`src/rtl/ad9516_pkg.sv`:
```
// ============================================================================
// Module  : ad9516_pkg
// Brief   : Shared state encoding, trigger hold length and counter sizing
//           for the AD9516 init supervisor.
// Revision: 1.0 - initial release
// ============================================================================
`default_nettype none

package ad9516_pkg;

  // Supervisor states; the encoding is visible on the debug state port.
  typedef enum logic [2:0] {
    ST_POR_WAIT  = 3'd0,
    ST_TRIGGER   = 3'd1,
    ST_CFG_WAIT  = 3'd2,
    ST_LOCK_WAIT = 3'd3,
    ST_LOCKED    = 3'd4,
    ST_FAIL      = 3'd5
  } state_t;

  // Cycles the SPI wrapper start level is held high.
  localparam int START_HOLD = 4;

  // Down-counter width able to hold the largest of the timed intervals.
  function automatic int cnt_width(input int a, input int b, input int c);
    int m;
    m = START_HOLD;
    if (a > m) m = a;
    if (b > m) m = b;
    if (c > m) m = c;
    return $clog2(m) + 1;
  endfunction

endpackage

`default_nettype wire

```
`src/rtl/ad9516_lock_filter.sv`:
```
// ============================================================================
// Module  : ad9516_lock_filter
// Brief   : Two-flop synchronizer for the AD9516 LD pin followed by a
//           symmetric debounce: the filtered level only changes after
//           LOCK_FILT_CYC consecutive samples of the opposite level.
// Revision: 1.0 - initial release
// ============================================================================
`default_nettype none

module ad9516_lock_filter
  import ad9516_pkg::*;
#(
  parameter int LOCK_FILT_CYC = 1024
) (
  input  logic clk,
  input  logic rst_n,
  input  logic ld_async,
  output logic lock_filt
);

  localparam int FW = cnt_width(LOCK_FILT_CYC, 1, 1);

  logic          ld_meta;
  logic          ld_sync;
  logic [FW-1:0] run_cnt;

  // Bring the asynchronous LD pin into the clock domain.
  always_ff @(posedge clk or negedge rst_n) begin
    if (!rst_n) begin
      ld_meta <= 1'b0;
      ld_sync <= 1'b0;
    end else begin
      ld_meta <= ld_async;
      ld_sync <= ld_meta;
    end
  end

  // Count consecutive samples that disagree with the filtered level; a
  // sample that agrees restarts the run, a full run flips the level.
  always_ff @(posedge clk or negedge rst_n) begin
    if (!rst_n) begin
      run_cnt   <= '0;
      lock_filt <= 1'b0;
    end else if (ld_sync == lock_filt) begin
      run_cnt <= '0;
    end else if (run_cnt == FW'(LOCK_FILT_CYC - 1)) begin
      run_cnt   <= '0;
      lock_filt <= ld_sync;
    end else begin
      run_cnt <= run_cnt + 1'b1;
    end
  end

endmodule

`default_nettype wire

```
`src/rtl/ad9516_init_supervisor.sv`:
```
// ============================================================================
// Module  : ad9516_init_supervisor
// Brief   : Power-up and lock supervisor for the AD9516. Waits for the rails,
//           triggers the SPI register load, watches the filtered lock
//           detect and re-triggers on timeout, lock loss or software rerun.
// Revision: 1.0 - initial release
// ============================================================================
`default_nettype none

module ad9516_init_supervisor
  import ad9516_pkg::*;
#(
  parameter int POR_WAIT_CYC     = 1_000_000,
  parameter int CFG_WAIT_CYC     = 2_000_000,
  parameter int LOCK_TIMEOUT_CYC = 5_000_000,
  parameter int LOCK_FILT_CYC    = 1024,
  parameter int MAX_RETRY        = 3
) (
  input  logic       sys_clk_i,
  input  logic       rst_n_i,
  input  logic       ld_i,
  input  logic       rerun_i,
  output logic       spi_write_start_o,
  output logic       pll_locked_o,
  output logic       init_done_o,
  output logic       init_fail_o,
  output logic [3:0] retry_cnt_o,
  output logic [2:0] state_o
);

  localparam int         CNT_W       = cnt_width(POR_WAIT_CYC, CFG_WAIT_CYC, LOCK_TIMEOUT_CYC);
  localparam logic [3:0] RETRY_LIMIT = 4'(MAX_RETRY);

  state_t             state;
  state_t             next_state;
  logic [CNT_W-1:0]   cnt;
  logic [CNT_W-1:0]   cnt_reload;
  logic               cnt_zero;
  logic [3:0]         retry_cnt;
  logic [3:0]         retry_next;
  logic               rerun_q;
  logic               rerun_rise;
  logic               lock_filt;

  ad9516_lock_filter #(
    .LOCK_FILT_CYC (LOCK_FILT_CYC)
  ) u_lock_filter (
    .clk       (sys_clk_i),
    .rst_n     (rst_n_i),
    .ld_async  (ld_i),
    .lock_filt (lock_filt)
  );

  assign rerun_rise = rerun_i & ~rerun_q;
  assign cnt_zero   = (cnt == '0);

  // Rerun edge detector.
  always_ff @(posedge sys_clk_i or negedge rst_n_i) begin
    if (!rst_n_i) rerun_q <= 1'b0;
    else          rerun_q <= rerun_i;
  end

  // State, retry count and registered status outputs.
  always_ff @(posedge sys_clk_i or negedge rst_n_i) begin
    if (!rst_n_i) begin
      state             <= ST_POR_WAIT;
      retry_cnt         <= '0;
      spi_write_start_o <= 1'b0;
      init_done_o       <= 1'b0;
      init_fail_o       <= 1'b0;
      pll_locked_o      <= 1'b0;
    end else begin
      state             <= next_state;
      retry_cnt         <= retry_next;
      spi_write_start_o <= (next_state == ST_TRIGGER);
      init_done_o       <= (next_state == ST_LOCKED);
      init_fail_o       <= (next_state == ST_FAIL);
      pll_locked_o      <= lock_filt;
    end
  end

  // Shared down-counter: reloaded whenever the state changes. The reset
  // value is POR_WAIT_CYC so the first start rise lands POR_WAIT_CYC+1
  // cycles after reset release; other states stay exactly their length.
  always_ff @(posedge sys_clk_i or negedge rst_n_i) begin
    if (!rst_n_i)                 cnt <= CNT_W'(POR_WAIT_CYC);
    else if (next_state != state) cnt <= cnt_reload;
    else if (!cnt_zero)           cnt <= cnt - 1'b1;
  end

  // Counter reload value for the state about to be entered.
  always_comb begin
    cnt_reload = '0;
    case (next_state)
      ST_TRIGGER:   cnt_reload = CNT_W'(START_HOLD - 1);
      ST_CFG_WAIT:  cnt_reload = CNT_W'(CFG_WAIT_CYC - 1);
      ST_LOCK_WAIT: cnt_reload = CNT_W'(LOCK_TIMEOUT_CYC - 1);
      default:      cnt_reload = '0;
    endcase
  end

  // Next-state and retry bookkeeping; rerun only acts in LOCKED and FAIL,
  // and lock takes priority over a coincident timeout.
  always_comb begin
    next_state = state;
    retry_next = retry_cnt;
    case (state)
      ST_POR_WAIT: if (cnt_zero) next_state = ST_TRIGGER;
      ST_TRIGGER:  if (cnt_zero) next_state = ST_CFG_WAIT;
      ST_CFG_WAIT: if (cnt_zero) next_state = ST_LOCK_WAIT;
      ST_LOCK_WAIT: begin
        if (lock_filt) begin
          next_state = ST_LOCKED;
        end else if (cnt_zero) begin
          if (retry_cnt < RETRY_LIMIT) begin
            retry_next = retry_cnt + 1'b1;
            next_state = ST_TRIGGER;
          end else begin
            next_state = ST_FAIL;
          end
        end
      end
      ST_LOCKED: begin
        if (!lock_filt || rerun_rise) begin
          retry_next = '0;
          next_state = ST_TRIGGER;
        end
      end
      ST_FAIL: begin
        if (rerun_rise) begin
          retry_next = '0;
          next_state = ST_TRIGGER;
        end
      end
      default: next_state = ST_POR_WAIT;
    endcase
  end

  assign retry_cnt_o = retry_cnt;
  assign state_o     = state;

endmodule

`default_nettype wire
```
`config.mk`:
```
export PLATFORM = sky130hd
export DESIGN_NAME = ad9516_init_supervisor
export DESIGN_NICKNAME = d
export VERILOG_FILES = /design/src/rtl/ad9516_pkg.sv /design/src/rtl/ad9516_lock_filter.sv /design/src/rtl/ad9516_init_supervisor.sv
export SDC_FILE = /design/constraint.sdc
export NUM_CORES = 1
export LEC_CHECK = 0
export CAP_MARGIN = 30
export CORE_MARGIN = 1.5
export CORE_UTILIZATION = 62
export CTS_CLUSTER_DIAMETER = 50
export CTS_CLUSTER_SIZE = 8
export DETAILED_ROUTE_END_ITERATION = 8
export DONT_BUFFER_PORTS = 1
export PLACE_DENSITY_LB_ADDON = 0.05
export SKIP_CTS_REPAIR_TIMING = 1
export SYNTH_ARGS = -nofsm -noshare
export SYNTH_HDL_FRONTEND = slang
export SYNTH_HIERARCHICAL = 1
export SYNTH_SLANG_ARGS = --single-unit
```
`constraint.sdc`:
```
create_clock -name sys_clk_i -period 2.4 [get_ports sys_clk_i]
set_input_delay 0.48 -clock sys_clk_i [delete_from_list [all_inputs] [get_ports sys_clk_i]]
set_output_delay 0.48 -clock sys_clk_i [all_outputs]
set_load 0.005 [all_outputs]
```
After elaboration in Yosys (flattened, before gate mapping)
Index checks and enable logic that the tools add are counted.
- mux-type cells: 20
- reduce and logical (&&, ||, !) cells: 7
- order comparisons: 1
- add/sub/neg operators: 3
- bitwise operators: 3
- eq/ne operators: 19
- operators by type and width (operator ; number):
    $pmux 23 s3 ; 1
    $mux 24 ; 2
    $logic_not 24->1 ; 1
    $mux 3 ; 8
    $sub 24x1->24 const B ; 1
    $mux 11 ; 2
    $mux 4 ; 5
    $pmux 3 s6 ; 1
    $eq 3x2->1 const B ; 4
    $eq 3x3->1 const B ; 4
    $pmux 4 s3 ; 1
    $add 11x1->11 const B ; 1
    $eq 11x10->1 const B ; 1
    $ne 2x2->1 const B ; 5
    $eq 3x1->1 const B ; 2
    $reduce_and 6->1 ; 1
    $add 4x1->4 const B ; 1
    $lt 4x2->1 const B ; 1
    $logic_not 3->1 ; 1
    $ne 3x3->1 ; 1
    $reduce_bool 3->1 ; 1
    $ne 2x1->1 const B ; 1
    $not 1->1 ; 2
    $reduce_and 2->1 ; 1
    other kinds (4) ; 4
- logic and storage cells: 65
- flip-flop bits (word level): 50
- output and inout bits: 11

Logic depth before layout (Yosys ltp)
- depth in word-level cells: 8
- gate-level depth with buffers: 8

Modules after synthesis
Netlist, hierarchy kept.
- by module, submodules not included (module ; cells each ; area each (um^2) ; instances ; seq. area each (um^2)):
    ad9516_init_supervisor ; 182 ; 1855.5 ; 1 ; 909.6
    ad9516_lock_filter ; 54 ; 638.1 ; 1 ; 350.3

Worst setup path before layout
No wires, ideal clock.
- path type: flip-flop to flip-flop
- start point: register cnt[0]
- end point: register retry_cnt[0] (netlist: retry_cnt_o[0])
- data arrival time: 1936 ps
- stages on the path, launching flop included: 9
- path slack: 343 ps
- buffers on the path: 0
- data required time: 2279 ps
- library setup time: 121 ps
- period minus slack after synthesis: 2057 ps
- path through: dfrtp_1 inv_1 ha_1 nor3b_2 and4_2 nand2_4 nor4b_4 o21bai_1 a22o_1
- cells in the longest elaborated chain, start to end: 3
- RTL lines (what ; line ; source):
    from (decl) ; ad9516_init_supervisor.sv:36 ; logic [CNT_W-1:0] cnt;
    from (signal assigned) ; ad9516_init_supervisor.sv:86 ; if (!rst_n_i) cnt <= CNT_W'(POR_WAIT_CYC);
    from (signal assigned) ; ad9516_init_supervisor.sv:87 ; else if (next_state != state) cnt <= cnt_reload;
    from (signal assigned) ; ad9516_init_supervisor.sv:88 ; else if (!cnt_zero) cnt <= cnt - 1'b1;
    $logic_not 24->1 ; ad9516_init_supervisor.sv:55 ; assign cnt_zero = (cnt == '0);
    $ne 2x2->1 (no source line) ; n/a ;
    $reduce_and 6->1 (no source line) ; n/a ;
    to (signal assigned) ; ad9516_init_supervisor.sv:74 ; retry_cnt <= retry_next;
    to (decl) ; ad9516_init_supervisor.sv:39 ; logic [3:0] retry_cnt;
Every way passes these cells.
A chain may end at the register's enable or synchronous reset.

Final worst setup path
Same ends and word-level chain as after synthesis.

==> impl_metrics.toml <==
[grt]
grt_usage_pct = 24.91
first_global_vias = 1828
grt_pass1_wl_mm = 8.314
antenna_found_initial = 0
grt_overflow_total = 0
grt_start_max_net_pins = 51

[yosys]
synthCells = 236
synth-seq-cells = 50
synth_warnings = 6
synth_fp_nets = 243
netlist_area_um2 = 2494
ys_seq_area_share_pct = 50.53
synth_cell_type_count = 47
async_reset_ff_share_pct = 100.0
syn_avg_cell_area_um2 = 10.57
synth-main-ff-cell = "dfrtp_1"
synth-edff-count = 0

[critical_path]
arrival_ps = 2470
path_class = "reg -> reg"
worst-path-stages = 8
crit_fanout = 9
cp_top_family = "simple AND/OR/NAND/NOR gates"
r2r_end = "retry_cnt_o[0]$_DFFE_PN0P_"
reg2reg_from = "cnt[0]$_DFFE_PN0P_"
crit_path_end_kind = "flop"
r2r_cells = 8
path_buf_inv = 1
cp-start-kind = "flop"
reg2reg_slack_ps = 120
critPathMaxStageDelay_ps = 410
cp_slowest_cell = "dfrtp_1"
crit_required_ps = 2600
crit_chain = "inv_1, ha_1, nor3b_2, and4_2, nand2_4, nor4b_4, o21bai_1, a22o_1"

[min_path]
worstHoldPathType = "in -> async"

[cts]
clk_pin_slew_ps = 90
cts_buffers = 5
numClockSinks = 50
cts_max_level = 2
clockRootBuffer = "clkbuf_8"
cts_tree = "done"
clock_latency_ps = 300
clockBufferDepth = 2

[floorplan]
ios = 15
die_area_um2 = 4412
fp.coreArea_um2 = 3771
die_w_um = 66.42
num_rows = 22
initial_utilization_pct = 66.12
die_h_um = 66.42

[sta]
finalCriticalPeriod_ps = 2275
rsz0062_at_grt = "false"
setup-tns-final_ps = 0
relSlewSlack_pct = 66.39
worst_pin_slew_ps = 502.4
holdWs_ps = 2.302
setup_viol = 0
max_freq_ghz = 0.4395
hold_viol = 0
finClkSkew_ps = 14.81
finalCritPeriodShare_pct = 94.80
slew_violations = 0

[drt]
via_per_inst = 6.162
post_drt_wl_per_cell_um = 16.71
drtIter0Drc = 146
drc = 0
dr.pass1.iters = 4
wl_mm = 4.963
vias = 1830
ant_nets = 0

[run_status]
status = "complete, no violations"

[layout]
final_nets = 255
antennaDiodeCount = 0
drive_gt1_share_pct = 15.26
syn2layout_area_growth_pct = 9.082

[job]
drv_cap = 0

[place]
io_buffers = 0
gp_congestion = 0.9112
dpl.hpwl_mm = 3.395

[pwr]
power.density_nw_per_um2 = 535.5
peakVddDrop_uv = 463.5
p_leak_nw = 1.109
## worst register-to-register path: cells and delay by family, from the launching register on
kind | cells | cell delay [ps]
adders and majority gates | 1 | 190
AOI/OAI and AO/OA | 2 | 370
buffers and inverters | 1 | 100
and+or+nand+nor | 4 | 1110
DFF | 1 | 410
## layout make-up
| cell class | instances | area, µm² |
|---|---|---|
| Multi-Input combinational cell | 178 | 1202 |
| Clock inverter | 1 | 30.03 |
| Clock buffer | 7 | 76.32 |
| Fill cell | 266 | 1051 |
| Inverter | 7 | 26.28 |
| Timing Repair Buffer | 6 | 65.06 |
| Sequential cell | 50 | 1260 |
| Tap cell | 48 | 60.06 |
## power by group
part           internal (mW)  switching, mW  leakage [nW]  total (mW)
Sequential             0.849        0.00467         0.609       0.854
Clock                  0.312          0.257        0.0524       0.568
Combinational         0.0118         0.0227         0.448      0.0345
## flip-flops by register name, summed over array words and instances, names as in the netlist
| register | count |
|---|---|
| cnt | 24 |
| init_done_o | 1 |
| init_fail_o | 1 |
| pll_locked_o | 1 |
| rerun_q | 1 |
| retry_cnt_o | 4 |
| spi_write_start_o | 1 |
| state_o | 3 |
| u_lock_filter/ld_meta | 1 |
| u_lock_filter/ld_sync | 1 |
| u_lock_filter/lock_filt | 1 |
| u_lock_filter/run_cnt | 11 |
## routing by layer
layer / GRT usage (%) / share of wire (%) / vias to the layer above
met2: 40.25 / 49 / 36
met4: 7.908 / 1.1 / 0
met3: 6.474 / 4.6 / 8
li1: - / - / 866
met5: 0 / 0 / -
met1: 32.70 / 45 / 920
## stage by stage
| stage | worst slack (ps) | util, % | power (mW) | instance area (µm²) | std cells |
|---|---|---|---|---|---|
| 2_1_floorplan | 343.5 | - | 0.8825 | 2494 | 236 |
| 3_3_place_gp | 299.6 | 68.58 | 0.8852 | 2586 | 288 |
| 3_5_place_dp | 159.1 | 68.58 | 0.8869 | 2586 | 288 |
| 4_1_cts | 153.6 | 71.40 | 1.452 | 2693 | 296 |
| 5_1_grt | 5.685 | 72.13 | 1.510 | 2720 | 297 |
| 6_report | 124.9 | 72.13 | 1.457 | 2720 | 297 |
## layout by cell type (no fill, tap or decap), drive strengths merged, types with 2 or more instances in the layout
master	n
nand4	2
nand2	14
ha	3
nand2b	4
buf	6
dfstp	7
nor3b	2
nor2b	2
nor3	8
o21ai	22
xnor2	16
o31a	2
xor2	11
clkbuf	7
inv	7
o31ai	2
or4	5
or3	7
nor4	10
dfrtp	43
a21boi	2
a21o	3
nor2	27
nand3	9
a21oi	14
## Yosys cell counts (4+ instances only)
library cell / instances / area share, %
or3_1: 7 / 1.8
inv_1: 7 / 1.1
xnor2_1: 16 / 5.6
o21ai_0: 22 / 4.4
dfrtp_1: 43 / 43
a21oi_1: 13 / 2.6
nand3_1: 9 / 1.8
nor3_1: 7 / 1.4
dfstp_2: 7 / 7.4
xor2_1: 11 / 3.9
nand2b_1: 4 / 1.0
nor4_1: 8 / 2.0
nor2_1: 25 / 3.8
nand2_1: 13 / 2.0
## worst max-delay path by stage
stage / start / end / slack [ps]
6_report: cnt[0]$_DFFE_PN0P_ / retry_cnt_o[0]$_DFFE_PN0P_ / 120
2_1_floorplan: cnt[0]$_DFFE_PN0P_ / retry_cnt_o[0]$_DFFE_PN0P_ / 340
3_5_place_dp: cnt[0]$_DFFE_PN0P_ / retry_cnt_o[0]$_DFFE_PN0P_ / 160
5_1_grt: cnt[0]$_DFFE_PN0P_ / retry_cnt_o[0]$_DFFE_PN0P_ / 6
4_1_cts: cnt[0]$_DFFE_PN0P_ / retry_cnt_o[0]$_DFFE_PN0P_ / 150
3_3_place_gp: cnt[0]$_DFFE_PN0P_ / retry_cnt_o[0]$_DFFE_PN0P_ / 300
## kinds of logic (layout without fill, tap and decap cells)
logic type	count (synthesis)	after routing	share of synthesized area, %
and+or+nand+nor	95	95	23.13
AOI/OAI and AO/OA	52	52	13.65
DFF	50	50	50.53
xor gates and xnor gates	27	27	9.483
buffers and inverters	8	21	1.254
adders and majority gates	3	3	1.505
muxes	1	1	0.4515
No activity file was read; power rests on OpenSTA's default activity.
